==> config.mk <==
export PLATFORM = sky130hd
export DESIGN_NAME = reorder_buffer
export DESIGN_NICKNAME = d
export VERILOG_FILES = /design/src/rtl/reorder_buffer_pkg.sv /design/src/rtl/reorder_buffer_retire_sel.sv /design/src/rtl/reorder_buffer.sv
export SDC_FILE = /design/constraint.sdc
export NUM_CORES = 2
export LEC_CHECK = 0
export CORE_MARGIN = 2
export CORE_UTILIZATION = 40
export DETAILED_ROUTE_END_ITERATION = 10
export DONT_BUFFER_PORTS = 1
export MAX_ROUTING_LAYER = met4
export SYNTH_ARGS = -nofsm -noshare
export SYNTH_HDL_FRONTEND = slang
export SYNTH_SLANG_ARGS = --single-unit
==> constraint.sdc <==
create_clock -name clk -period 4.6 [get_ports clk]
set_clock_uncertainty 0.15 [all_clocks]
set_input_delay 0.69 -clock clk [delete_from_list [all_inputs] [get_ports clk]]
set_output_delay 0.69 -clock clk [all_outputs]
set_load 0.02 [all_outputs]
==> src/rtl/reorder_buffer_pkg.sv <==
`default_nettype none
// ============================================================================
//  Module      : reorder_buffer_pkg
//  Description : Shared widths and the ROB row record for the reorder buffer.
//                The reorder_buffer width parameters default to these
//                constants, and the row fields are sized from them, so a
//                build that changes PREG_W/AREG_W/DATA_W must change these
//                constants to match.
//  Revision    : 1.0 - initial release
// ============================================================================
package reorder_buffer_pkg;

    localparam int c_depth  = 16;
    localparam int c_disp_w = 2;
    localparam int c_wb_n   = 3;
    localparam int c_ret_w  = 2;
    localparam int c_preg_w = 6;
    localparam int c_areg_w = 5;
    localparam int c_data_w = 32;

    // One ROB entry. v marks an allocated slot; comp marks a result written.
    typedef struct packed {
        logic                v;
        logic                comp;
        logic                is_store;
        logic [c_areg_w-1:0] areg;
        logic [c_preg_w-1:0] phy_reg;
        logic [c_preg_w-1:0] old_phy;
        logic [c_data_w-1:0] result;
    } rob_row_t;

endpackage
`default_nettype wire

==> src/rtl/reorder_buffer_retire_sel.sv <==
`default_nettype none
// ============================================================================
//  Module      : rob_retire_sel
//  Description : Combinational retire selector. Starting at head, finds the
//                longest run of valid+complete entries, capped at RET_W.
//  Ports       : head_i      - current head pointer
//                v_i/comp_i  - per-entry valid and complete flags
//                ret_mask_o  - lane k retires (always a prefix of lanes)
//                n_ret_o     - number of lanes retiring
//                idx_o       - ROB index examined by each lane (head + k)
//  Revision    : 1.0 - initial release
// ============================================================================
module rob_retire_sel
    import reorder_buffer_pkg::*;
#(
    parameter int DEPTH = c_depth,
    parameter int RET_W = c_ret_w,
    localparam int AW   = $clog2(DEPTH),
    localparam int CW   = AW + 1
) (
    input  logic [AW-1:0]             head_i,
    input  logic [DEPTH-1:0]          v_i,
    input  logic [DEPTH-1:0]          comp_i,
    output logic [RET_W-1:0]          ret_mask_o,
    output logic [CW-1:0]             n_ret_o,
    output logic [RET_W-1:0][AW-1:0]  idx_o
);

    logic w_run;

    always_comb begin
        w_run      = 1'b1;
        n_ret_o    = '0;
        ret_mask_o = '0;
        idx_o      = '0;
        for (int k = 0; k < RET_W; k++) begin
            // Index arithmetic wraps naturally at AW bits.
            idx_o[k]      = head_i + AW'(k);
            // Once one entry fails, every later lane is blocked.
            w_run         = w_run & v_i[idx_o[k]] & comp_i[idx_o[k]];
            ret_mask_o[k] = w_run;
            if (w_run) begin
                n_ret_o = n_ret_o + CW'(1);
            end
        end
    end

endmodule
`default_nettype wire

==> src/rtl/reorder_buffer.sv <==
`default_nettype none
// ============================================================================
//  Module      : reorder_buffer
//  Description : Circular reorder buffer. Multi-lane compacted dispatch,
//                multi-port writeback (higher port wins on same tag) and
//                in-order registered retire of up to RET_W entries per cycle.
//  Ports       : clk, rst (sync, active high)
//                disp_*_i / disp_ready_o / disp_tag_o - dispatch
//                wb_*_i                               - FU writeback
//                rt_*_o                               - registered retire
//                count_o / empty_o / full_o           - occupancy
//                fwd_*_o (only with ROB_FWD_EN)       - registered result
//                                                       forwarding
//  Macro       : ROB_FWD_EN - adds the fwd_* result forwarding ports.
//  Revision    : 1.0 - initial release
// ============================================================================
module reorder_buffer
    import reorder_buffer_pkg::*;
#(
    parameter int DEPTH  = c_depth,
    parameter int DISP_W = c_disp_w,
    parameter int WB_N   = c_wb_n,
    parameter int RET_W  = c_ret_w,
    parameter int PREG_W = c_preg_w,
    parameter int AREG_W = c_areg_w,
    parameter int DATA_W = c_data_w
) (
    input  logic                                 clk,
    input  logic                                 rst,
    input  logic [DISP_W-1:0]                    disp_valid_i,
    input  logic [DISP_W-1:0][PREG_W-1:0]        disp_pd_i,
    input  logic [DISP_W-1:0][PREG_W-1:0]        disp_old_pd_i,
    input  logic [DISP_W-1:0][AREG_W-1:0]        disp_areg_i,
    input  logic [DISP_W-1:0]                    disp_is_store_i,
    output logic                                 disp_ready_o,
    output logic [DISP_W-1:0][$clog2(DEPTH)-1:0] disp_tag_o,
    input  logic [WB_N-1:0]                      wb_valid_i,
    input  logic [WB_N-1:0][$clog2(DEPTH)-1:0]   wb_tag_i,
    input  logic [WB_N-1:0][DATA_W-1:0]          wb_data_i,
    output logic [RET_W-1:0]                     rt_valid_o,
    output logic [RET_W-1:0][AREG_W-1:0]         rt_areg_o,
    output logic [RET_W-1:0][DATA_W-1:0]         rt_data_o,
    output logic [RET_W-1:0][PREG_W-1:0]         rt_free_pd_o,
    output logic [RET_W-1:0]                     rt_is_store_o,
`ifdef ROB_FWD_EN
    output logic [WB_N-1:0]                      fwd_valid_o,
    output logic [WB_N-1:0][PREG_W-1:0]          fwd_pd_o,
    output logic [WB_N-1:0][DATA_W-1:0]          fwd_data_o,
`endif
    output logic [$clog2(DEPTH):0]               count_o,
    output logic                                 empty_o,
    output logic                                 full_o
);

    localparam int AW = $clog2(DEPTH);
    localparam int CW = AW + 1;
    localparam logic [CW-1:0] c_depth_cnt = CW'(DEPTH);

    rob_row_t                  rows_q [DEPTH];
    rob_row_t                  rows_d [DEPTH];
    logic [AW-1:0]             head_q, head_d;
    logic [AW-1:0]             tail_q, tail_d;
    logic [CW-1:0]             count_q, count_d;

    logic [DEPTH-1:0]          w_v;
    logic [DEPTH-1:0]          w_comp;
    logic [CW-1:0]             w_n_valid;
    logic [CW-1:0]             w_n_alloc;
    logic [CW-1:0]             w_n_ret;
    logic [RET_W-1:0]          w_ret_mask;
    logic [RET_W-1:0][AW-1:0]  w_ret_idx;
    logic [WB_N-1:0]           w_wb_acc;

    logic [RET_W-1:0]              rt_valid_q;
    logic [RET_W-1:0][AREG_W-1:0]  rt_areg_q;
    logic [RET_W-1:0][DATA_W-1:0]  rt_data_q;
    logic [RET_W-1:0][PREG_W-1:0]  rt_free_pd_q;
    logic [RET_W-1:0]              rt_is_store_q;

    always_comb begin
        for (int i = 0; i < DEPTH; i++) begin
            w_v[i]    = rows_q[i].v;
            w_comp[i] = rows_q[i].comp;
        end
    end

    rob_retire_sel #(
        .DEPTH (DEPTH),
        .RET_W (RET_W)
    ) u_retire_sel (
        .head_i     (head_q),
        .v_i        (w_v),
        .comp_i     (w_comp),
        .ret_mask_o (w_ret_mask),
        .n_ret_o    (w_n_ret),
        .idx_o      (w_ret_idx)
    );

    // Compacted tags: each lane gets tail plus the number of valid lanes
    // below it, so an idle lane never consumes a slot.
    always_comb begin
        w_n_valid  = '0;
        disp_tag_o = '0;
        for (int l = 0; l < DISP_W; l++) begin
            disp_tag_o[l] = tail_q + w_n_valid[AW-1:0];
            if (disp_valid_i[l]) begin
                w_n_valid = w_n_valid + CW'(1);
            end
        end
    end

    // Uses occupancy before this edge's retires: freed slots become usable
    // only in the following cycle.
    assign disp_ready_o = ((c_depth_cnt - count_q) >= CW'(DISP_W));
    assign w_n_alloc    = disp_ready_o ? w_n_valid : '0;

    // Acceptance looks at the registered row, so an entry completed by one
    // port is still writable by a higher port in the same cycle.
    always_comb begin
        for (int p = 0; p < WB_N; p++) begin
            w_wb_acc[p] = wb_valid_i[p] && rows_q[wb_tag_i[p]].v
                          && !rows_q[wb_tag_i[p]].comp;
        end
    end

    // Retire clears, writebacks and allocations touch disjoint rows: retiring
    // rows are already complete (writeback ignores them) and allocation only
    // targets free slots because of the pre-retire ready check.
    always_comb begin
        rows_d = rows_q;
        for (int k = 0; k < RET_W; k++) begin
            if (w_ret_mask[k]) begin
                rows_d[w_ret_idx[k]] = '0;
            end
        end
        // Ascending port order makes the highest port win on a shared tag.
        for (int p = 0; p < WB_N; p++) begin
            if (w_wb_acc[p]) begin
                rows_d[wb_tag_i[p]].comp   = 1'b1;
                rows_d[wb_tag_i[p]].result = wb_data_i[p];
            end
        end
        if (disp_ready_o) begin
            for (int l = 0; l < DISP_W; l++) begin
                if (disp_valid_i[l]) begin
                    rows_d[disp_tag_o[l]].v        = 1'b1;
                    rows_d[disp_tag_o[l]].comp     = 1'b0;
                    rows_d[disp_tag_o[l]].is_store = disp_is_store_i[l];
                    rows_d[disp_tag_o[l]].areg     = disp_areg_i[l];
                    rows_d[disp_tag_o[l]].phy_reg  = disp_pd_i[l];
                    rows_d[disp_tag_o[l]].old_phy  = disp_old_pd_i[l];
                    rows_d[disp_tag_o[l]].result   = '0;
                end
            end
        end
        head_d  = head_q + w_n_ret[AW-1:0];
        tail_d  = tail_q + w_n_alloc[AW-1:0];
        count_d = count_q + w_n_alloc - w_n_ret;
    end

    always_ff @(posedge clk) begin
        if (rst) begin
            head_q        <= '0;
            tail_q        <= '0;
            count_q       <= '0;
            rt_valid_q    <= '0;
            rt_areg_q     <= '0;
            rt_data_q     <= '0;
            rt_free_pd_q  <= '0;
            rt_is_store_q <= '0;
            for (int i = 0; i < DEPTH; i++) begin
                rows_q[i] <= '0;
            end
        end else begin
            head_q  <= head_d;
            tail_q  <= tail_d;
            count_q <= count_d;
            rows_q  <= rows_d;
            for (int k = 0; k < RET_W; k++) begin
                if (w_ret_mask[k]) begin
                    rt_valid_q[k]    <= 1'b1;
                    rt_areg_q[k]     <= rows_q[w_ret_idx[k]].areg;
                    rt_data_q[k]     <= rows_q[w_ret_idx[k]].result;
                    rt_free_pd_q[k]  <= rows_q[w_ret_idx[k]].old_phy;
                    rt_is_store_q[k] <= rows_q[w_ret_idx[k]].is_store;
                end else begin
                    rt_valid_q[k]    <= 1'b0;
                    rt_areg_q[k]     <= '0;
                    rt_data_q[k]     <= '0;
                    rt_free_pd_q[k]  <= '0;
                    rt_is_store_q[k] <= 1'b0;
                end
            end
        end
    end

`ifdef ROB_FWD_EN
    logic [WB_N-1:0]              fwd_valid_q;
    logic [WB_N-1:0][PREG_W-1:0]  fwd_pd_q;
    logic [WB_N-1:0][DATA_W-1:0]  fwd_data_q;

    always_ff @(posedge clk) begin
        if (rst) begin
            fwd_valid_q <= '0;
            fwd_pd_q    <= '0;
            fwd_data_q  <= '0;
        end else begin
            fwd_valid_q <= w_wb_acc;
            for (int p = 0; p < WB_N; p++) begin
                if (w_wb_acc[p]) begin
                    fwd_pd_q[p]   <= rows_q[wb_tag_i[p]].phy_reg;
                    fwd_data_q[p] <= wb_data_i[p];
                end
            end
        end
    end

    assign fwd_valid_o = fwd_valid_q;
    assign fwd_pd_o    = fwd_pd_q;
    assign fwd_data_o  = fwd_data_q;
`endif

    assign rt_valid_o    = rt_valid_q;
    assign rt_areg_o     = rt_areg_q;
    assign rt_data_o     = rt_data_q;
    assign rt_free_pd_o  = rt_free_pd_q;
    assign rt_is_store_o = rt_is_store_q;
    assign count_o       = count_q;
    assign empty_o       = (count_q == '0);
    assign full_o        = (count_q == c_depth_cnt);

endmodule
`default_nettype wire

==> run summary <==
The run finished with clean final reports. The tightest min-delay check is of the in2reg type. The maximum fanout encountered on the critical timing path came out at 52. By instance count, the leading cell after synthesis is sky130_fd_sc_hd__dfxtp_1. For this design, the sink count on the clock tree is 839. Number of different library cells in the post-synthesis netlist: 86. The worst reg2reg path startpoint was head_q[1]. The most used flip-flop cell after synthesis is sky130_fd_sc_hd__dfxtp_1. The logic depth of the worst register-to-register path was 12.

The number of antenna violations at the first check in global routing came out at 20. For this run the aggregate overflow at the end of global routing stands at 0. In this run the tightest slew margin relative to its limit is 0.8711%. In the final layout, the share of cells above drive strength 1 is 18.67%. Of the available clock period, the critical path in the final layout requires 96.56%. The synthesized netlist net count was 5769. At the pin with the least slew margin, the transition time is 1.483 ns.

The share of synthesized cell area in and, or, nand and nor gates is 16.57%. Once the floorplan was initialized, standard cells occupied 40.28% of the core. In this run the register-to-register setup slack is 0.16 ns. Relative to the synthesized area, the layout overhead comes to 12.27%. At the worst endpoint, the arrival time is 4.98 ns. The largest single stage delay on the critical path is 0.84 ns.

For the max-capacitance violation count, the log shows 0. The run gives 0 as the count of warnings emitted by yosys. The worst path buffer plus inverter count is 5, and the insertion delay of the later-clocked pin in the worst-skew pair is 0.77 ns.

Sorting the synthesized cells by how often they occur yields sky130_fd_sc_hd__dfxtp_1 (839), sky130_fd_sc_hd__nand2_1 (760), sky130_fd_sc_hd__clkbuf_1 (488), sky130_fd_sc_hd__nor2_1 (461), sky130_fd_sc_hd__mux4_2 (452). The routed design uses 40290 microns of met3 wire. The floorplan has 131 rows.

In this run, the number of DRC markers left after iteration 0 of detailed routing was 9949. By area the synthesized netlist is led by sky130_fd_sc_hd__dfxtp_1 (33%), sky130_fd_sc_hd__mux4_2 (20%), sky130_fd_sc_hd__nand2_1 (5.6%), sky130_fd_sc_hd__o221ai_1 (4.4%), sky130_fd_sc_hd__a31oi_1 (4.3%). Once detail routing completed, the nets flagged for antenna violations numbered 0. The tools report the reg-to-reg endpoint as rows_q[69]. The worst setup path is of the reg2reg kind. After synthesis the netlist holds a flip-flop and latch count of 839. TritonCTS built the clock tree. Counting flops with an async set or reset pin after synthesis yields a share of 0%. The fraction of synthesized cell area taken by the top area cell type came out at 32.74%. In this run the most critical hold path is launched from wb_data_i[5]. The number of search-and-repair iterations in the first detailed-routing pass is 9, and the final net count is 5485. The die is 362.1 microns wide. After technology mapping, the gate count stands at 5589. After detailed routing, no signal wire sits above met4. The run gives 0 as the final hold violation count. The part of the Yosys area used for sequential elements is 32.74%.

The count of cells in the finished layout, fillers not included, comes to 7076. The minimum clock period after layout came out at 4.442 ns. Summing the areas of all compound-gate instances in the mapped netlist gives 20.55% of the synthesized area. STA classifies the critical path endpoint as a flop.

Combinational family with the most area after synthesis: multiplexers. The final max-slew violation count was 0; the ratio of routed vias to standard cells was 7.583. Counting tap cells, the placed design contains a total of 6731 instances. The length of routed met2 wiring came out at 108800 microns. STA puts the critical path data required time at 5.14 ns.

The cell depth of the worst min-delay path was 2; the area share of xor/xnor cells in the synthesized design was 0.1878%. For this run, design rule violations remaining after detail routing come to 0. The die covers 131100 sq um.

Sum of routed wire length over all layers: 260100 microns. The run gives 225.1 MHz as the peak clock frequency supported by timing. At the end of routability-driven placement, the weighted congestion stood at 0.9748. After clock tree synthesis, the clock-pin slew on the worst setup and hold paths is 0.06 ns. The cell area that synthesis handed to floorplanning was 51300 sq um. Cells fill 45.22% of the core in the end. In this run the number of cells on the critical path is 12.

The H-tree was split into 3 levels. The run gives 100 as the number of buffers added by the clock tree synthesis step. The run gives 367800 microns as the wire length of the first global-routing pass. Total power for the finished layout comes to 19900 uW. Setup repair after global routing left no endpoint under its margin.

For this design the static power due to leakage is 0.01750 uW. Kind of cell with the highest combined delay on the critical path: buffers and inverters. In the final timing run, aggregate negative setup slack is 0 ns. After filler insertion, the fill cell instance count of the layout stands at 11.95k.

The wire length per cell after detailed routing came out at 36.76 microns. The total of buffers placed on input and output ports was 0; the height of the chip was 362.1 microns. The adder and majority gate portion of the synthesized area is 0.7659%. The total half-perimeter wirelength after legalization and detailed placement was 149200 microns. In this run the clock root is driven by a sky130_fd_sc_hd__clkbuf_16.

After detailed routing, the wire length on met1 is 89400 microns. The placeable core region was 127400 sq um. Entering global routing, the biggest net connects 163 pins.

Yosys mapped a number of flops with a built-in enable equal to 0. STA classifies the critical path startpoint as a flop. The cell type with the largest total area after synthesis is sky130_fd_sc_hd__dfxtp_1. Setup violations remaining at the end of the flow were counted as 0. Walking the worst path, the cells encountered are buf_12 -> ha_1 -> xor2_4 -> buf_4 -> nand2_1 -> a311oi_1 -> buf_4 -> nor3_4 -> buf_12 -> nand2_1 -> a31oi_1 -> dlygate4sd3_1. The maximum root-to-sink buffer count was 3; the power per cell area was 345.5 nW/um^2. Across every metal layer, demand over resource in global routing totals 39.56%. Pin placement for this block handled 257 I/O pins.

Measured against the total synthesized area, the mux share comes to 22.72%. Cell at the slowest stage of the critical path: sky130_fd_sc_hd__nor3_4. The path with the worst hold slack has its endpoint at rows_q[421]. The detailed router placed 53.65k vias in this run. In this run the mean area of a mapped cell was 9.179 sq um. IR analysis of the VDD net gives a maximum drop of 0.3074 mV. The via count of the first global-routing pass is 50.47k.
-- sequential cells by signal, indices dropped and copies added, names as in the netlist --
| register | count |
|---|---|
| rows_q | 736 |
| rt_data_o | 64 |
| rt_free_pd_o | 12 |
| rt_areg_o | 10 |
| count_o | 5 |
| head_q | 4 |
| tail_q | 4 |
| rt_is_store_o | 2 |
| rt_valid_o | 2 |
-- layout make-up --
cell class / count / area (sq um) / area share [%]
diodes: 27 / 67.56 / 0.1173
clock buffers: 148 / 2914 / 5.060
clock inverters: 36 / 444.2 / 0.7712
inverters: 70 / 265.3 / 0.4605
multi-input cells: 3951 / 31750 / 55.13
flip-flops and latches: 839 / 16810 / 29.18
well taps: 1662 / 2079 / 3.611
repair buffers: 343 / 3266 / 5.670
-- power breakdown --
part	switching (uW)	total [uW]	leakage [uW]	internal, uW
clock network	3620	8410	0.00166	4790
logic	2250	3610	0.00907	1360
registers	331	7880	0.00677	7550
-- stage by stage --
stage	hold slack, ns	instance area, sq um	worst slack (ns)
global route	0.02700	57580	0.04332
floorplan	0.2885	51300	0.3445
finish	0.007189	57600	0.1581
CTS	0.00002803	57480	0.1520
global placement	0.3053	52820	0.4540
detailed placement	0.3126	52820	0.4935
-- worst reg2reg max path, stage by stage, from the launching register on --
cell                            delay [ns]
sky130_fd_sc_hd__dfxtp_4              0.36
sky130_fd_sc_hd__buf_12               0.36
sky130_fd_sc_hd__ha_1                 0.58
sky130_fd_sc_hd__xor2_4               0.13
sky130_fd_sc_hd__buf_4                0.36
sky130_fd_sc_hd__nand2_1              0.21
sky130_fd_sc_hd__a311oi_1             0.07
sky130_fd_sc_hd__buf_4                0.18
sky130_fd_sc_hd__nor3_4               0.84
sky130_fd_sc_hd__buf_12               0.33
sky130_fd_sc_hd__nand2_1              0.11
sky130_fd_sc_hd__a31oi_1              0.15
sky130_fd_sc_hd__dlygate4sd3_1        0.55
-- worst max path at each step --
stage               slack (ns)  startpoint     endpoint
global placement          0.45   head_q[0]   count_o[4]
detailed placement        0.49   head_q[0]   count_o[4]
CTS                       0.15   head_q[1]  rows_q[133]
finish                    0.16   head_q[1]   rows_q[69]
global route              0.04   head_q[1]   rows_q[69]
floorplan                 0.34  count_o[1]   count_o[4]
-- cells in the final DEF, fill, tap and decap left out, types with 67 or more instances in the layout --
cell type / count
sky130_fd_sc_hd__dfxtp_1: 836
sky130_fd_sc_hd__buf_4: 186
sky130_fd_sc_hd__a311oi_1: 116
sky130_fd_sc_hd__a21oi_1: 121
sky130_fd_sc_hd__clkbuf_16: 101
sky130_fd_sc_hd__inv_1: 67
sky130_fd_sc_hd__nor2_1: 457
sky130_fd_sc_hd__o21ai_0: 135
sky130_fd_sc_hd__nand2_1: 755
sky130_fd_sc_hd__o221ai_1: 256
sky130_fd_sc_hd__a221oi_1: 128
sky130_fd_sc_hd__mux4_2: 452
sky130_fd_sc_hd__nor2b_1: 131
sky130_fd_sc_hd__dlygate4sd3_1: 128
sky130_fd_sc_hd__nand3_1: 357
sky130_fd_sc_hd__a31oi_1: 346
sky130_fd_sc_hd__mux2i_1: 126
sky130_fd_sc_hd__a2111oi_0: 67
-- cell families after synthesis --
group	count (synthesis)
and+or+nand+nor	1904
AOI/OAI and AO/OA	1410
DFF	839
buffers and inverters	799
muxes	597
adders and majority gates	29
xor gates and xnor gates	11
-- routing by layer --
metal	vias to the layer above	track usage, %
met3	1550	15.22
li1	20900	-
met1	25840	46.44
met5	-	-
met2	5368	55.82
met4	0	26.68
-- what timing repair did --
item	in CTS	in global routing
hold buffers	128	1
buffers inserted	0	5
setup endpoints to repair	0	3
hold endpoints to repair	693	1
resized for setup	0	0
(Power assumes the default switching activity.)
